===== config.mk =====
export PLATFORM = sky130hd
export DESIGN_NAME = line_buf_ctrl
export DESIGN_NICKNAME = d
export VERILOG_FILES = /design/src/rtl/sobel_pkg.sv /design/src/rtl/pos_counter.sv /design/src/rtl/line_buf_ctrl.sv
export SDC_FILE = /design/constraint.sdc
export NUM_CORES = 1
export LEC_CHECK = 0
export ABC_AREA = 1
export CAP_MARGIN = 20
export CORE_MARGIN = 8
export CORE_UTILIZATION = 57
export CTS_CLUSTER_DIAMETER = 60
export DETAILED_ROUTE_END_ITERATION = 7
export DONT_BUFFER_PORTS = 1
export PLACE_DENSITY_LB_ADDON = 0.08
export SLEW_MARGIN = 20
export SYNTH_ARGS = -nofsm -noshare
export SYNTH_HDL_FRONTEND = slang
export SYNTH_SLANG_ARGS = --single-unit

===== constraint.sdc =====
create_clock -name clk -period 1.6 [get_ports clk]
set_input_delay 0.32 -clock clk [delete_from_list [all_inputs] [get_ports clk]]
set_output_delay 0.32 -clock clk [all_outputs]
set_load 0.05 [all_outputs]

===== src/rtl/sobel_pkg.sv =====
// Shared definitions for the Sobel window front end: sequencer states,
// border flag bit positions and the window priming length.
package sobel_pkg;

    typedef enum logic [1:0] {
        IDLE  = 2'd0,
        PRIME = 2'd1,
        RUN   = 2'd2,
        FLUSH = 2'd3
    } state_t;

    localparam int unsigned BORDER_LEFT   = 0;
    localparam int unsigned BORDER_RIGHT  = 1;
    localparam int unsigned BORDER_TOP    = 2;
    localparam int unsigned BORDER_BOTTOM = 3;

    localparam int unsigned KERNEL_SIZE = 3;

    // Shifts needed before the window centre reaches pixel (0,0).
    function automatic int unsigned prime_len(input int unsigned line_width);
        return (KERNEL_SIZE / 2) * line_width + (KERNEL_SIZE / 2);
    endfunction

endpackage


===== src/rtl/pos_counter.sv =====
// Column/row position counter: advances on en, wraps at the line and frame
// edges, and restarts at (0,0) on clr (or at (1,0) when clr and en coincide).
module pos_counter #(
    parameter int unsigned COLS = 1920,
    parameter int unsigned ROWS = 1080
) (
    input  logic                     clk,
    input  logic                     rst,
    input  logic                     clr,
    input  logic                     en,
    output logic [$clog2(COLS)-1:0]  col,
    output logic [$clog2(ROWS)-1:0]  row,
    output logic                     col_last_c,
    output logic                     row_last_c
);

    localparam int unsigned CW = $clog2(COLS);
    localparam int unsigned RW = $clog2(ROWS);

    assign col_last_c = (col == CW'(COLS - 1));
    assign row_last_c = (row == RW'(ROWS - 1));

    always_ff @(posedge clk) begin
        if (rst) begin
            col <= '0;
            row <= '0;
        end else if (clr) begin
            col <= en ? CW'(1) : '0;
            row <= '0;
        end else if (en) begin
            if (col_last_c) begin
                col <= '0;
                row <= row_last_c ? '0 : row + RW'(1);
            end else begin
                col <= col + CW'(1);
            end
        end
    end

endmodule


===== src/rtl/line_buf_ctrl.sv =====
// Frame sequencer for the 3x3 Sobel line delays: primes, runs and flushes the
// window and tags each centre. Define LINE_BUF_CTRL_ERR_EN for framing checks.
module line_buf_ctrl #(
    parameter int unsigned LINE_WIDTH   = 1920,
    parameter int unsigned FRAME_HEIGHT = 1080,
    parameter int unsigned DATA_WIDTH   = 8
) (
    input  logic                            clk,
    input  logic                            rst,
    input  logic                            s_valid,
    output logic                            s_ready,
    input  logic [DATA_WIDTH-1:0]           s_data,
    input  logic                            s_sof,
    input  logic                            s_eol,
    output logic                            ld_shift,
    output logic [DATA_WIDTH-1:0]           ld_pixel,
    output logic                            m_valid,
    input  logic                            m_ready,
    output logic [$clog2(LINE_WIDTH)-1:0]   m_col,
    output logic [$clog2(FRAME_HEIGHT)-1:0] m_row,
    output logic [3:0]                      m_border,
    output logic                            m_sof,
    output logic                            m_eof,
    output logic                            err
);

    import sobel_pkg::*;

    localparam int unsigned CW        = $clog2(LINE_WIDTH);
    localparam int unsigned RW        = $clog2(FRAME_HEIGHT);
    localparam int unsigned PRIME_LEN = prime_len(LINE_WIDTH);
    localparam int unsigned PCW       = $clog2(PRIME_LEN + 1);

    state_t         state, state_nxt;
    logic [PCW-1:0] prime_cnt;
    logic           stall, acc, sof_acc, in_shift, flush_shift;
    logic           pix_last, prime_done, emit, eol_err, err_nxt, out_last;
    logic [3:0]     border_nxt;

    logic [CW-1:0]  in_col, out_col;
    logic [RW-1:0]  in_row, out_row;
    logic           in_col_last_c, in_row_last_c, out_col_last_c, out_row_last_c;

    pos_counter #(.COLS(LINE_WIDTH), .ROWS(FRAME_HEIGHT)) u_in_pos (
        .clk        (clk),
        .rst        (rst),
        .clr        (sof_acc),
        .en         (in_shift),
        .col        (in_col),
        .row        (in_row),
        .col_last_c (in_col_last_c),
        .row_last_c (in_row_last_c)
    );

    pos_counter #(.COLS(LINE_WIDTH), .ROWS(FRAME_HEIGHT)) u_out_pos (
        .clk        (clk),
        .rst        (rst),
        .clr        (sof_acc),
        .en         (emit),
        .col        (out_col),
        .row        (out_row),
        .col_last_c (out_col_last_c),
        .row_last_c (out_row_last_c)
    );

    // Only the wrap flags of the input position are needed.
    logic unused_in_pos;
    assign unused_in_pos = ^{in_col, in_row};

`ifndef LINE_BUF_CTRL_ERR_EN
    logic unused_eol;
    assign unused_eol = s_eol;
`endif

    // Handshake, shift strobe, tag generation and next state.
    always_comb begin
        state_nxt   = state;
        stall       = m_valid && !m_ready;
        s_ready     = !rst && !stall && (state != FLUSH);
        acc         = s_valid && s_ready;
        sof_acc     = acc && s_sof;
        in_shift    = acc && (s_sof || (state != IDLE));
        flush_shift = !rst && (state == FLUSH) && !stall;
        ld_shift    = in_shift || flush_shift;
        ld_pixel    = (state == FLUSH) ? '0 : s_data;
        prime_done  = (prime_cnt == PCW'(PRIME_LEN));
        pix_last    = in_shift && !s_sof && in_col_last_c && in_row_last_c;
        out_last    = out_col_last_c && out_row_last_c;
`ifdef LINE_BUF_CTRL_ERR_EN
        eol_err     = in_shift && (s_eol != (!s_sof && in_col_last_c));
        err_nxt     = eol_err || (sof_acc && ((state == PRIME) || (state == RUN)));
`else
        eol_err     = 1'b0;
        err_nxt     = 1'b0;
`endif
        emit        = !eol_err &&
                      ((in_shift && !s_sof &&
                        ((state == RUN) || ((state == PRIME) && prime_done))) ||
                       flush_shift);

        border_nxt                   = '0;
        border_nxt[2'(BORDER_LEFT)]   = (out_col == '0);
        border_nxt[2'(BORDER_RIGHT)]  = out_col_last_c;
        border_nxt[2'(BORDER_TOP)]    = (out_row == '0);
        border_nxt[2'(BORDER_BOTTOM)] = out_row_last_c;

        case (state)
            IDLE:    state_nxt = state;
            PRIME: begin
                if (in_shift) begin
                    if (pix_last)        state_nxt = FLUSH;
                    else if (prime_done) state_nxt = RUN;
                end
            end
            RUN:     if (pix_last) state_nxt = FLUSH;
            FLUSH:   if (flush_shift && out_last) state_nxt = IDLE;
            default: state_nxt = IDLE;
        endcase

        // A framing error abandons the frame; any accepted SOF restarts it.
        if (eol_err)      state_nxt = IDLE;
        else if (sof_acc) state_nxt = PRIME;
    end

    always_ff @(posedge clk) begin
        if (rst) state <= IDLE;
        else     state <= state_nxt;
    end

    // Priming shift index and the registered tag stream.
    always_ff @(posedge clk) begin
        if (rst) begin
            prime_cnt <= '0;
            m_valid   <= 1'b0;
            m_col     <= '0;
            m_row     <= '0;
            m_border  <= '0;
            m_sof     <= 1'b0;
            m_eof     <= 1'b0;
            err       <= 1'b0;
        end else begin
            err <= err_nxt;

            if (sof_acc)
                prime_cnt <= PCW'(1);
            else if ((state == PRIME) && in_shift && !prime_done)
                prime_cnt <= prime_cnt + PCW'(1);

            if (eol_err || sof_acc) begin
                m_valid <= 1'b0;
            end else if (emit) begin
                m_valid  <= 1'b1;
                m_col    <= out_col;
                m_row    <= out_row;
                m_border <= border_nxt;
                m_sof    <= (out_col == '0) && (out_row == '0);
                m_eof    <= out_last;
            end else if (m_ready) begin
                m_valid  <= 1'b0;
            end
        end
    end

endmodule


Yosys cells after proc, flatten, opt, wreduce, memory -nomap -nowiden
Cells that the tools add are included.
- register bits after elaboration: 86
- memories kept: 0
- memory bits (read-only): 0
- bits in latches: 0
- bits in writable memories: 0
- logic and storage cells: 102
- input port bits: 14
- mux-type cells: 22
- multipliers: 0
- magnitude comparators: 0
- shifts and indexed selects: 0
- equality and inequality tests: 18
- reduce and logical (&&, ||, !) cells: 41
- divide/modulo/power cells: 0
- add/subtract/negate cells: 5
- bitwise logic cells: 2
- operators by type and width (cell ; number):
    two-way mux 11 bit ; 8
    adder 11 x 1 -> 11 bit, second input constant ; 5
    equality test 11 bit, second input constant ; 5
    zero test 11 bit ; 2
    logical AND 1 bit ; 18
    two-way mux 2 bit ; 5
    AND reduction 5 bit ; 2
    nonzero test 2 bit ; 5
    != test 3 bit, second input constant ; 3
    two-way mux 8 bit ; 1
    != test 2 bit, second input constant ; 4
    two-way mux 1 bit ; 7
    one-hot mux 2 bit (3 select lines) ; 1
    AND reduction 2 bit ; 3
    zero test 1 bit ; 5
    equality test 2 bit, second input constant ; 2
    logical OR 1 bit ; 4
    != test 4 bit, second input constant ; 1
    != test 3 x 2 -> 1 bit, second input constant ; 1
    equality test 2 x 1 -> 1 bit, second input constant ; 1
    zero test 2 bit ; 1
    != test 2 x 1 -> 1 bit, second input constant ; 1
    inverter 1 bit ; 2
    OR reduction 2 bit ; 1

Logic depth before layout (Yosys ltp)
Gate-level depths: netlist of the first run.
- depth in word-level cells: 14
- gate-level depth with buffers: 13
- gate-level depth less buffers: 13

Hierarchy
A second synthesis of the first run with hierarchy kept.
- cell total of the unflattened synthesis: 698
- area, all modules: 4640.7 sq um
- by module, submodules not included (module ; instances ; cells an instance ; area an instance (sq um)):
    pos_counter ; 2 ; 195 ; 1265.0
    line_buf_ctrl ; 1 ; 308 ; 2110.8

Worst setup path after synthesis of the first run
No wires, ideal clock.
- kind: reg2out
- start: register state[1]
- end: output port s_ready
- arrival: 1.795 ns
- setup slack: -0.515 ns
- cell stages (with the launch flop): 5
- buffers on the path: 1
- cell sequence: dfxtp_1 nand2_2 inv_1 clkbuf_1 nor3_1
- cells in the longest elaborated chain, start to end: 2
- ends and longest elaborated chain (what ; line ; source):
    from (decl) ; line_buf_ctrl.sv:34 ; state_t state, state_nxt;
    from (signal assigned) ; line_buf_ctrl.sv:127 ; else state <= state_nxt;
    != test 2 bit ; line_buf_ctrl.sv:79 ; s_ready = !rst && !stall && (state != FLUSH);
    logical AND 1 bit ; line_buf_ctrl.sv:79 ;
    to (decl) ; line_buf_ctrl.sv:11 ; output logic s_ready,
Every way passes these cells.

Final worst setup path of the first run
- start: register u_out_pos.row[8]
- end: register u_out_pos.row[10]
- cells in the longest elaborated chain, start to end: 2
- elaborated cells between the ends (all ways): 3
- classes of those cells: add/sub: 1; eq/ne: 1; mux: 1
- ends and longest elaborated chain (what ; line ; source):
    from (decl) ; pos_counter.sv:12 ; output logic [$clog2(ROWS)-1:0] row,
    from (signal assigned) ; pos_counter.sv:33 ; row <= row_last_c ? '0 : row + RW'(1);
    adder 11 x 1 -> 11 bit / equality test 11 bit (equally long branches) ; pos_counter.sv:33, pos_counter.sv:21 ;
    two-way mux 11 bit * ; pos_counter.sv:33 ;
Mark *: on every way between the ends. The rest lies on a longest branch, timed or not.
A chain may end at the register's enable or synchronous reset.

==> results of run 1 <==
==> power by group through the flow <==
stage               sequential [mW]  clock [mW]  combinational (mW)
CTS                            2.29        1.47               0.724
finish                         2.30        1.54               0.963
floorplan                      2.34           0               0.356
global placement               2.34           0               0.557
detailed placement             2.34           0               0.568
global route                   2.30        1.62               0.985
==> cell usage in the layout (no fill, tap or decap), types with 18 or more instances in the layout <==
master	instances
nand3_1	25
buf_6	29
dfxtp_1	75
a21oi_2	27
buf_4	92
nand2_1	78
nor2_4	25
nor3_1	18
a21oi_1	47
o21ai_1	19
nand2_2	20
nand4_1	20
nor2_1	48
inv_1	64
==> final cells by class <==
| class | instances | area (µm²) | area share, % |
|---|---|---|---|
| Multi-Input combinational cell | 453 | 3160 | 44.8 |
| Sequential cell | 86 | 1750 | 24.7 |
| Timing Repair Buffer | 145 | 1530 | 21.7 |
| Inverter | 79 | 314 | 4.44 |
| Clock buffer | 11 | 151 | 2.14 |
| Tap cell | 102 | 128 | 1.81 |
| Clock inverter | 5 | 31.3 | 0.443 |
==> flip-flops by register name, summed over array words and instances (netlist names), 2 cells and up <==
register and cells:
prime_cnt 11, state 2, m_col 11, u_out_pos.col 11, m_row 11, u_in_pos.col 11
m_border 4, u_in_pos.row 11, u_out_pos.row 11
==> per-layer routing <==
layer	global-route usage (%)	vias up	part of all wire [%]	routed length (µm)
met5	0	-	0	0
li1	-	2388	-	-
met2	45.4	571	47	9760
met1	29.0	2710	32	6760
met3	5.28	243	11	2250
met4	14.3	0	10	2150
==> how the worst max path moves through the flow <==
stage	endpoint	depth (start not counted)	startpoint	slack, ns
after floorplan	s_ready	4	state[1]	-0.09
after global placement	u_out_pos.row[0]	11	prime_cnt[1]	-0.23
after detailed placement	u_out_pos.row[2]	11	prime_cnt[1]	-0.28
after CTS	ld_shift	7	state[1]	-0.17
after global routing	u_out_pos.row[10]	7	u_out_pos.row[8]	-0.51
final	u_out_pos.row[10]	7	u_out_pos.row[8]	-0.50
==> logic make-up (layout without fill, tap and decap cells) <==
family / after synthesis / count (layout) / share of synthesized area [%]
flip-flops: 86 / 86 / 38.4
adder cells (fa/ha/maj): 8 / 8 / 2.23
XOR/XNOR: 13 / 13 / 2.54
AO/OA/AOI/OAI: 125 / 125 / 14.9
other: 1 / 1 / 0.0836
AND/OR/NAND/NOR: 304 / 306 / 32.8
buffers and inverters: 97 / 240 / 9.04
==> what timing repair did <==
action                     in CTS  in global routing
gates resized for setup       114                129
setup buffers                  24                 26
cloned                          9                  3
hold endpoints to repair        2                  0
setup endpoints to repair      79                 96
hold buffers                    1                  0
pin swaps                      29                 52
==> worst reg2reg max path: stages, from the launching register on <==
cell and delay (ns):
dfxtp_1 0.42, inv_1 0.17, nor3_1 0.56, nand3_1 0.22, xor2_1 0.20, nor2_1 0.21, nand3_2 0.12, a21oi_2 0.13
==> flow_results.org, run 1 <==
** Run status
- Run status :: finished with violations
- The final reports fail on negative hold slack, negative setup slack.

** Worst setup path
- Setup slack, reg-to-reg :: -0.50 ns
- Signal arrival time at the worst endpoint :: between 2 and 2.5 ns
- Critical setup path kind :: flop to flop
- Maximum fanout encountered on the critical timing path :: 4
- Measured in cells, the most critical reg-to-reg path has a length of 7.
- Number of buffers and inverters on the critical path :: 1
- The worst register-to-register path begins at u_out_pos.row[8].
- Crit-path cells :: inv_1 > nor3_1 > nand3_1 > xor2_1 > nor2_1 > nand3_2 > a21oi_2
- STA classifies the critical path startpoint as a flop.
- At the worst endpoint, the required time is between 1.5 and 2 ns.
- On the worst path, the slowest cell contributes a delay of 0.56 ns.
- Slowest library cell on the worst path :: nor3_1
- Kind of cell adding the most delay to the critical path :: simple AND/OR/NAND/NOR gates
- The endpoint identified for the worst register-to-register timing path is u_out_pos.row[10].
- STA classifies the critical path endpoint as a flop.

** Power and ir drop
- IR analysis of the VDD net gives a maximum drop of ~0.64 mV.
- Lkg Pwr :: 2.78 nW
- The design draws a little under 5 mW.
- The clock network is responsible for between 30% and 40% of the overall power.
- Per report_power, the sequential group accounts for 47.8% of the total.
- The internal power of the cells totals approximately 3.2 mW.
- Dividing total power by cell area gives a power density of about 680 nW/µm².
- For this design the total switching power over the nets is 1.57 mW.
- Of the total power, combinational logic draws between 20% and 30%.
- Switch share :: approximately a third

** Route
- The detailed router finished its first iteration with 583 violations.
- After detailed routing, the average wire length per cell comes to about 24 µm.
- Remaining antenna violation count :: 0
- Detailed routing inserted a total of approximately 5.9k vias.
- Drt drc :: 0
- Pre-antenna DRT Iters :: 7
- After detailed routing, the total wire length is 20.9 mm.
- Vias per Instance :: around 6.7

** STA
- Setup slack on the critical path of the routed design comes to -0.499 ns.
- In the final timing run, aggregate negative setup slack is -22.92 ns.
- Setup Viol. Count Final :: 96
- Static timing analysis puts the maximum clock frequency at between 400 and 500 MHz.
- Hold violation count in the final report :: 1
- Setup repair after global routing could not meet its margin everywhere.
- Hold slack :: -0.00500 ns
- Of the available clock period, the critical path in the final layout requires 131%.
- For the pin with the worst max-slew slack, the measured transition is around 0.6 ns.
- Post-route clock skew :: around 0.011 ns
- Measured against its own limit, the worst slew margin works out to 58.8%.
- Slew Viols, Final :: 0
- After layout, the minimum clock period comes to ~2.1 ns.

** Layout
- Fraction of final layout cells with drive strength greater than 1 :: between 40 and 50%
- The filler cells instantiated in the layout total between 200 and 300.
- Total number of nets in the final design :: between 700 and 800
- Count of antenna diodes in the layout :: 0
- Finished layout cell area :: slightly above 7000 µm²
- After the flow finishes, the layout carries non-filler instances totaling 881.
- Once layout is complete, the utilization of the core stands at slightly above 90%.
- Compared with the post-synthesis result, the final layout area differs by 57.6%.

** Floorplanning
- Die height :: about 100 µm
- Core area :: 7690 µm²
- Horizontal die dimension :: 105 µm
- Number of placement rows :: 32
- Number of top-level pins :: 54
- The floorplan step defined a die boundary enclosing between 10000 and 15000 µm².
- The initial utilization of the core area, before any placement, comes to approximately three fifths.

** Global routing
- The number of global-route vias before repair was about 4.9k.
- The total overflow left after global routing is 0.
- All-Layer GR Usage :: about a quarter
- The first global-routing pass estimated around 24 mm of wire.
- Largest net degree at the start of global routing :: 27
- The number of antenna violations at the first check in global routing came to 0.

** Worst hold path
- The path with the worst hold slack has its endpoint at u_out_pos.col[0].
- Along the worst hold path, the cell count comes to 1.
- Hold Path Class :: input port to flop
- Source of the worst hold timing path :: rst

** Placed design
- In this run the cell area measured after placement is between 5000 and 6000 µm².
- Cell total after placement :: 808
- Once detailed placement completed, the half-perimeter wirelength came to 8.33 mm.
- Final GP Congestion :: 0.878
- Placement-stage worst setup slack :: -0.283 ns
- Port bufs :: 0

** Synthesis
- In the post-synthesis netlist, the cell with the most instances is nand2_1.
- The most used flip-flop cell after synthesis is dfxtp_1.
- Ranked by instance count, the synthesized netlist is headed by nand2_1 (111), dfxtp_1 (86), a21oi_1 (73).
- The Yosys step of the flow raised 0 warnings.
- Fraction of synthesized cell area taken by the top area cell type :: 38.4%
- By area the synthesized netlist is led by dfxtp_1 (38%), nand2_1 (9.3%), a21oi_1 (8.1%).
- Counting distinct cell types in the post-synthesis netlist gives 46.
- Sequential cell area fraction in the yosys report :: around two fifths
- Count of flip-flops with a built-in enable after synthesis :: 0
- Counting flops with an async set or reset pin after synthesis yields a share of 0%.
- Of all cell types, the one taking the most synthesized area is dfxtp_1.
- The synthesized netlist occupies a cell area of roughly 4500 µm².
- Avg Synthesized Cell Area :: about 7 µm²
- Synthesis produced around 630 cells.
- Synth Net Count :: approximately 660
- Flops & latches, synth :: 86

** Clock network
- Latest clock arrival within the worst-skew pair :: between 0.3 and 0.4 ns
- TritonCTS clock tree :: yes
- The clock passes through at most 2 buffers.
- Clock root cell :: clkbuf_8
- CTS HTree Levels :: 3
- Clock input transition at the sequential cells of the worst setup and hold paths :: ~0.1 ns
- TritonCTS Buffers :: 9
- Number of sinks driven by the clock tree :: 86

** Run
- Max-cap viol count :: 0
(Power assumes the default switching activity.)
==> inputs of run 2 (changes only) <==
- SLEW_MARGIN: 20 -> 30
==> results of run 2 <==
No change in the layout: final DEF, timing and power equal those of run 1.
==> inputs of run 3 (changes only) <==
- CTS_CLUSTER_DIAMETER: 60 -> 200
==> results of run 3 <==
No change in the layout: final DEF, timing and power equal those of run 1.
